===== src/rtl/vector_store_pkg.sv =====
// Shared definitions for the vector_store block: default geometry, width
// helpers and the control FSM state encoding.
package vector_store_pkg;

   localparam int unsigned DATA_WIDTH_DFLT = 7;
   localparam int unsigned DATA_COUNT_DFLT = 127;

   // Index width for a given capacity (at least one bit).
   function automatic int unsigned idx_width(input int unsigned count);
      return (count > 1) ? $clog2(count) : 1;
   endfunction

   // Length width: must represent 0..count inclusive.
   function automatic int unsigned len_width(input int unsigned count);
      return $clog2(count + 1);
   endfunction

   localparam int unsigned IW = idx_width(DATA_COUNT_DFLT);
   localparam int unsigned LW = len_width(DATA_COUNT_DFLT);

   typedef enum logic [1:0] {
      ST_IDLE       = 2'd0,
      ST_SHIFT_UP   = 2'd1,
      ST_SHIFT_DOWN = 2'd2
   } state_e;

endpackage


===== src/rtl/vector_store_if.sv =====
// Command/response bundle between the text buffer (master) and the
// vector store (slave).
interface vector_store_if
   import vector_store_pkg::*;
#(
   parameter int unsigned DATA_WIDTH = DATA_WIDTH_DFLT,
   parameter int unsigned DATA_COUNT = DATA_COUNT_DFLT
);

   localparam int unsigned IDX_W = idx_width(DATA_COUNT);
   localparam int unsigned LEN_W = len_width(DATA_COUNT);

   logic [IDX_W-1:0]      index;
   logic                  get;
   logic                  insert;
   logic                  remove;
   logic [DATA_WIDTH-1:0] data_in;
   logic [DATA_WIDTH-1:0] data_out;
   logic [LEN_W-1:0]      length;
   logic                  ready;

   modport master (
      output index, get, insert, remove, data_in,
      input  data_out, length, ready
   );

   modport slave (
      input  index, get, insert, remove, data_in,
      output data_out, length, ready
   );

endinterface


===== src/rtl/vector_store_mem.sv =====
// Element storage: single write port, one combinational read port. The
// read port is shared between indexed gets and the neighbour fetch used
// while shifting, so it must be combinational to move one word per clock.
module vector_store_mem
   import vector_store_pkg::*;
#(
   parameter  int unsigned DATA_WIDTH = DATA_WIDTH_DFLT,
   parameter  int unsigned DATA_COUNT = DATA_COUNT_DFLT,
   localparam int unsigned IDX_W      = idx_width(DATA_COUNT)
) (
   input  logic                  clk,
   input  logic                  we_i,
   input  logic [IDX_W-1:0]      waddr_i,
   input  logic [DATA_WIDTH-1:0] wdata_i,
   input  logic [IDX_W-1:0]      raddr_i,
   output logic [DATA_WIDTH-1:0] rdata_o
);

   logic [DATA_WIDTH-1:0] mem_q [DATA_COUNT];

   // Write port; contents carry no reset value.
   always_ff @(posedge clk) begin
      if (we_i) begin
         mem_q[waddr_i] <= wdata_i;
      end
   end

   // Addresses past the end (e.g. j+1 on the last element) read as zero.
   assign rdata_o = (32'(raddr_i) < DATA_COUNT) ? mem_q[raddr_i] : '0;

endmodule


===== src/rtl/vector_store.sv =====
// Ordered variable-length word array with positional insert/remove and
// indexed read. Insert and remove shift one element per clock.
module vector_store
   import vector_store_pkg::*;
#(
   parameter int unsigned DATA_WIDTH = DATA_WIDTH_DFLT,
   parameter int unsigned DATA_COUNT = DATA_COUNT_DFLT
) (
   input  logic         clk,
   input  logic         rst,
   vector_store_if.slave bus
);

   localparam int unsigned IDX_W = idx_width(DATA_COUNT);
   localparam int unsigned LEN_W = len_width(DATA_COUNT);
   localparam logic [LEN_W-1:0] FULL = LEN_W'(DATA_COUNT);

   state_e                state_q, state_d;
   logic [LEN_W-1:0]      j_q, j_d;
   logic [LEN_W-1:0]      tgt_q, tgt_d;
   logic [DATA_WIDTH-1:0] din_q, din_d;
   logic [LEN_W-1:0]      len_q, len_d;
   logic [DATA_WIDTH-1:0] dout_q, dout_d;

   logic                  mem_we;
   logic [IDX_W-1:0]      mem_waddr;
   logic [DATA_WIDTH-1:0] mem_wdata;
   logic [IDX_W-1:0]      mem_raddr;
   logic [DATA_WIDTH-1:0] mem_rdata;

   logic [LEN_W-1:0]      idx_ext;
   logic [LEN_W-1:0]      j_dec;
   logic [LEN_W-1:0]      j_inc;
   logic [LEN_W-1:0]      len_dec;

   assign idx_ext = LEN_W'(bus.index);
   assign j_dec   = j_q - LEN_W'(1);
   assign j_inc   = j_q + LEN_W'(1);
   assign len_dec = len_q - LEN_W'(1);

   vector_store_mem #(
      .DATA_WIDTH (DATA_WIDTH),
      .DATA_COUNT (DATA_COUNT)
   ) u_mem (
      .clk     (clk),
      .we_i    (mem_we),
      .waddr_i (mem_waddr),
      .wdata_i (mem_wdata),
      .raddr_i (mem_raddr),
      .rdata_o (mem_rdata)
   );

   // State and datapath registers; reset aborts any shift and empties the vector.
   always_ff @(posedge clk or posedge rst) begin
      if (rst) begin
         state_q <= ST_IDLE;
         j_q     <= '0;
         tgt_q   <= '0;
         din_q   <= '0;
         len_q   <= '0;
         dout_q  <= '0;
      end else begin
         state_q <= state_d;
         j_q     <= j_d;
         tgt_q   <= tgt_d;
         din_q   <= din_d;
         len_q   <= len_d;
         dout_q  <= dout_d;
      end
   end

   // Command decode and shift sequencing. Priority is decided on the raw
   // pulses: a remove request masks insert/get in the same cycle even when
   // the remove itself turns out to be out of range.
   always_comb begin
      state_d   = state_q;
      j_d       = j_q;
      tgt_d     = tgt_q;
      din_d     = din_q;
      len_d     = len_q;
      dout_d    = dout_q;
      mem_we    = 1'b0;
      mem_waddr = j_q[IDX_W-1:0];
      mem_wdata = mem_rdata;
      mem_raddr = bus.index;

      case (state_q)
         ST_IDLE: begin
            if (bus.remove) begin
               if (idx_ext < len_q) begin
                  tgt_d   = idx_ext;
                  j_d     = idx_ext;
                  state_d = ST_SHIFT_DOWN;
               end
            end else if (bus.insert) begin
               if ((len_q != FULL) && (idx_ext <= len_q)) begin
                  tgt_d   = idx_ext;
                  din_d   = bus.data_in;
                  j_d     = len_q;
                  state_d = ST_SHIFT_UP;
               end
            end else if (bus.get) begin
               dout_d = (idx_ext < len_q) ? mem_rdata : '0;
            end
         end

         // Walk j down from the old end, copying mem[j-1] into mem[j],
         // then drop the new word into the hole at tgt.
         ST_SHIFT_UP: begin
            mem_raddr = j_dec[IDX_W-1:0];
            mem_we    = 1'b1;
            if (j_q == tgt_q) begin
               mem_wdata = din_q;
               len_d     = len_q + LEN_W'(1);
               state_d   = ST_IDLE;
            end else begin
               j_d = j_dec;
            end
         end

         // Walk j up from tgt, copying mem[j+1] into mem[j]; the stale
         // last slot is simply dropped by shrinking length.
         ST_SHIFT_DOWN: begin
            mem_raddr = j_inc[IDX_W-1:0];
            if (j_q == len_dec) begin
               len_d   = len_dec;
               state_d = ST_IDLE;
            end else begin
               mem_we = 1'b1;
               j_d    = j_inc;
            end
         end

         default: begin
            state_d = ST_IDLE;
         end
      endcase
   end

   assign bus.data_out = dout_q;
   assign bus.length   = len_q;
   assign bus.ready    = (state_q == ST_IDLE);

endmodule


===== src/flat_wrapper.sv =====
// flat-port wrapper written by rule: the top's interface ports become plain ports
module vector_store_flat import vector_store_pkg::*;
#(
   parameter int unsigned DATA_WIDTH = DATA_WIDTH_DFLT,
   parameter int unsigned DATA_COUNT = DATA_COUNT_DFLT
)
  (clk, rst, bus_index, bus_get, bus_insert, bus_remove, bus_data_in, bus_data_out, bus_length, bus_ready);
  vector_store_if #(.DATA_WIDTH(DATA_WIDTH), .DATA_COUNT(DATA_COUNT)) bus_i ();
  input  logic clk;
  input  logic rst;
  input wire logic [$bits(bus_i.index)-1:0] bus_index;
  input wire logic [$bits(bus_i.get)-1:0] bus_get;
  input wire logic [$bits(bus_i.insert)-1:0] bus_insert;
  input wire logic [$bits(bus_i.remove)-1:0] bus_remove;
  input wire logic [$bits(bus_i.data_in)-1:0] bus_data_in;
  output wire logic [$bits(bus_i.data_out)-1:0] bus_data_out;
  output wire logic [$bits(bus_i.length)-1:0] bus_length;
  output wire logic [$bits(bus_i.ready)-1:0] bus_ready;
  assign bus_i.index = bus_index;
  assign bus_i.get = bus_get;
  assign bus_i.insert = bus_insert;
  assign bus_i.remove = bus_remove;
  assign bus_i.data_in = bus_data_in;
  assign bus_data_out = bus_i.data_out;
  assign bus_length = bus_i.length;
  assign bus_ready = bus_i.ready;
  vector_store #(.DATA_WIDTH(DATA_WIDTH), .DATA_COUNT(DATA_COUNT)) u_core (.clk(clk), .rst(rst), .bus(bus_i));
endmodule

===== config.mk =====
export PLATFORM = sky130hd
export DESIGN_NAME = vector_store_flat
export DESIGN_NICKNAME = d
export VERILOG_FILES = /design/src/rtl/vector_store_pkg.sv /design/src/rtl/vector_store_if.sv /design/src/rtl/vector_store_mem.sv /design/src/rtl/vector_store.sv /design/src/flat_wrapper.sv
export SDC_FILE = /design/constraint.sdc
export NUM_CORES = 1
export LEC_CHECK = 0
export CORE_MARGIN = 2
export CORE_UTILIZATION = 30
export DETAILED_ROUTE_END_ITERATION = 10
export PLACE_DENSITY = 0.5
export SETUP_SLACK_MARGIN = 0.1
export SYNTH_ARGS = -nofsm -noshare
export SYNTH_HDL_FRONTEND = slang
export SYNTH_SLANG_ARGS = --single-unit

===== constraint.sdc =====
create_clock -name clk -period 5.7 [get_ports clk]
set_clock_uncertainty 0.2 [all_clocks]
set_input_delay 1.14 -clock clk [delete_from_list [all_inputs] [get_ports clk]]
set_output_delay 1.14 -clock clk [all_outputs]
set_load 0.02 [all_outputs]

==> results.txt <==
----------------------------------------------------
[Yosys]
  Net Count, Synth ... approximately 2,800
  Syn Std Cell Area ... 38,800 um^2
  Yosys top cell area share ... ~69%
  Library cell occupying the most area in the post-synthesis netlist ... edfxtp_1
  Prevailing post-synth register cell ... edfxtp_1
  Number of warning messages in the yosys log ... 0
  Number of enable flip-flop cells after synthesis ... roughly 890
  Register area share after synthesis ... a little under three quarters
  Library cells used by synthesis ... 74
  Async SR Flop Fraction ... approximately 4.0%
  Per-instance average area after synthesis ... ~14 um^2
  FF+latch count, synth ... roughly 930
  Ranking of synthesized cells by area ... edfxtp_1 (69%), nand2_1 (4.8%), nand3_1 (3.6%), mux4_2 (3.5%), mux2i_1 (3.0%)
  Cell count after synthesis ... 2,742

[Run status]
  Status ... finished clean

[Setup path]
  FF-to-FF path depth ... 15
  Setup crit start kind ... flop
  WP data required ... roughly 6 ns
  Arrival @ worst endpoint ... approximately 5.3 ns
  Critical path start-end classification ... reg -> reg
  Largest fanout of any net on the critical path ... 64
  Kind of end point of the critical path ... flop

[GRT]
  Maximum number of pins on one net before global-route repair ... 71
  Aggregate global routing overflow ... 0
  Wire length of the first global-routing pass ... around 160,000 um
  Initial antenna violation count ... 2
  Via count of the first global-routing pass ... 23,300
  GRT Util Overall ... roughly 17%

[Clock tree]
  Longest Clk Path Bufs ... 3
  PostCTS Resize Cnt ... 0
  Sink count of the clock tree ... 926
  CTS H-Tree Depth ... 3
  Clock Pin Slew Worst Setup and Hold Paths ... 0.06 ns
  CTS Root Buffer Type ... clkbuf_16
  Later-pin clock latency in the skew report ... roughly 0.7 ns
  Total CTS buffers ... 101
  Number of buffers added for setup after CTS ... 0
  CTS tree ... yes
  Hold buffers post-CTS ... 0

[Cells and area]
  Commonest cells after routing, fill and taps aside ... edfxtp_1 (889), nand2_1 (494), nand3_1 (276)
  Growth of design area from synthesis to finish ... 17.2%
  Share of final-layout standard cells stronger than drive strength 1 ... 14.2%
  Number of standard cells in the final layout excluding fillers ... 4,676
  Final-layout fill cell count ... roughly 12,000
  Ant diodes ... 0
  Most common cell after layout, fill and taps aside ... edfxtp_1
  Post-layout nets ... approximately 2,900

[STA]
  Tightest hold margin ... 0.307 ns
  Final hold vios ... 0
  Unrepaired setup endpoints after global routing ... false
  Max Clock Freq ... 0.199 GHz
  Final setup violation count ... 0
  Final worst-path cycle share ... about 88%
  Max-Slew Margin vs Limit ... 31.4%
  Min Clock Period, post-route ... 5.03 ns
  Max-slew violation count ... 0
  Post-route setup TNS ... 0 ns
  Transition time at the pin with the least slew margin ... approximately 1 ns

[Floorplan]
  Die Footprint ... 132,000 um^2
  Chip Height ... about 360 um
  Number of rows in the core area ... 131
  Width of the chip ... ~360 um
  Initial cell density of the core ... between 30% and 40%
  Area of the core region ... about 130,000 um^2
  Number of top-level pins ... 34

[Placement]
  Detailed Place HPWL ... ~70,000 um
  Weighted congestion reported at the end of routability-driven placement ... between 0.8 and 0.9
  Placed cell count ... 4,488
  Port Buffers ... 33

[Routing]
  Iteration count of the initial detailed-routing pass ... 5
  Initial drt markers ... approximately 2,300
  Drt drc ... 0
  Drt via density ... 5.07
  Total routed wirelength ... between 100,000 and 150,000 um
  Vias post-DR ... around 24,000
  Residual antenna-violating net count after detailed routing ... 0
  Detail-routed net length per standard cell ... between 20 and 25 um

[Worst hold path]
  Tightest Hold Check Type ... reg -> reg
  Number of cells on the worst hold path ... 1

[Flow run]
  # Max-Cap Violations ... 0

----------------------------------------------------
## flip-flops by register name (all words and copies together) (netlist names)
name,count
u_core.state_q,2
u_core.tgt_q,7
u_core.din_q,7
u_core.j_q,7
u_core.u_mem.mem_q,889
u_core.bus.data_out,7
u_core.bus.length,7
## cell usage after synthesis, types with 11 or more instances
library cell and number:
nor4_1 15, a21oi_1 13, a31oi_1 27, edfxtp_1 889, o21ai_0 19, nand3_1 276, xnor2_1 17, mux4_2 61
a211oi_1 103, buf_1 33, mux2i_1 118, nand2_1 494, mux2_2 21, clkbuf_1 59, inv_1 70, ha_1 17
nand4_1 18, a22oi_1 18, a311oi_1 46, dfrtp_1 37, buf_2 75, o211ai_1 14, a22o_1 11, nor2_1 154
## worst max-delay path: stages (launching register included)
cell	delay (ns)
dfrtp_1	0.43
inv_1	0.11
ha_2	0.54
buf_4	0.50
a21o_4	0.51
buf_12	0.25
a211oi_1	0.09
a311oi_1	0.33
a2111oi_0	0.13
buf_4	0.16
a211oi_1	0.49
buf_4	0.20
nand4_1	0.12
nor2_1	0.17
a211o_4	0.15
buf_12	0.26
## through the flow
stage / worst slack [ns] / util, % / cell area [um^2]
4_1_cts: 0.777 / 35.5 / 45500
3_3_place_gp: 0.491 / 33.0 / 42300
6_report: 0.675 / 35.5 / 45500
3_5_place_dp: 0.441 / 33.0 / 42300
5_1_grt: 0.478 / 35.5 / 45500
2_1_floorplan: 0.564 / - / 38800
## per-layer routing
layer	wire (um)	vias up	global-route usage (%)	part of all wire (%)
met1	48900	12100	23.0	44
met4	3000	2	4.89	2.7
met3	8050	153	3.88	7.3
met5	13	-	0	0.012
li1	-	10700	-	-
met2	50800	761	26.1	46
## cells by family after synthesis
family          after synthesis  synth area share [%]
mux                         200                  7.20
xor+xnor                     23                 0.519
simple gates               1008                  11.3
flops                       926                  71.2
buf+inv                     250                  2.83
fa+ha+maj                    17                 0.548
compound gates              318                  6.36
## cell type report
class | instances | area, um^2 | share of cell area, %
flip-flops and latches | 926 | 27600 | 60.7
multi-input cells | 1566 | 10200 | 22.5
clock buffers | 132 | 2640 | 5.81
well taps | 1729 | 2160 | 4.76
repair buffers | 196 | 2040 | 4.49
clock inverters | 56 | 518 | 1.14
inverters | 71 | 267 | 0.586
## path summary, 6_finish.rpt
check,from,endpoint,slack [ns]
min reg2reg,u_core.bus.data_out[2],u_core.bus.data_out[2],0.31
max,u_core.state_q[1],u_core.u_mem.mem_q[82][3],0.67
max reg2reg,u_core.state_q[1],u_core.u_mem.mem_q[82][3],0.67
min in group asynchronous,rst,u_core.j_q[6],0.69
min,u_core.bus.data_out[2],u_core.bus.data_out[2],0.31
max in group asynchronous,rst,u_core.j_q[3],4.25
Power is left out: the tool's default activity adds up to more than one toggle a clock period on the data nets, which glitch-free logic cannot reach.
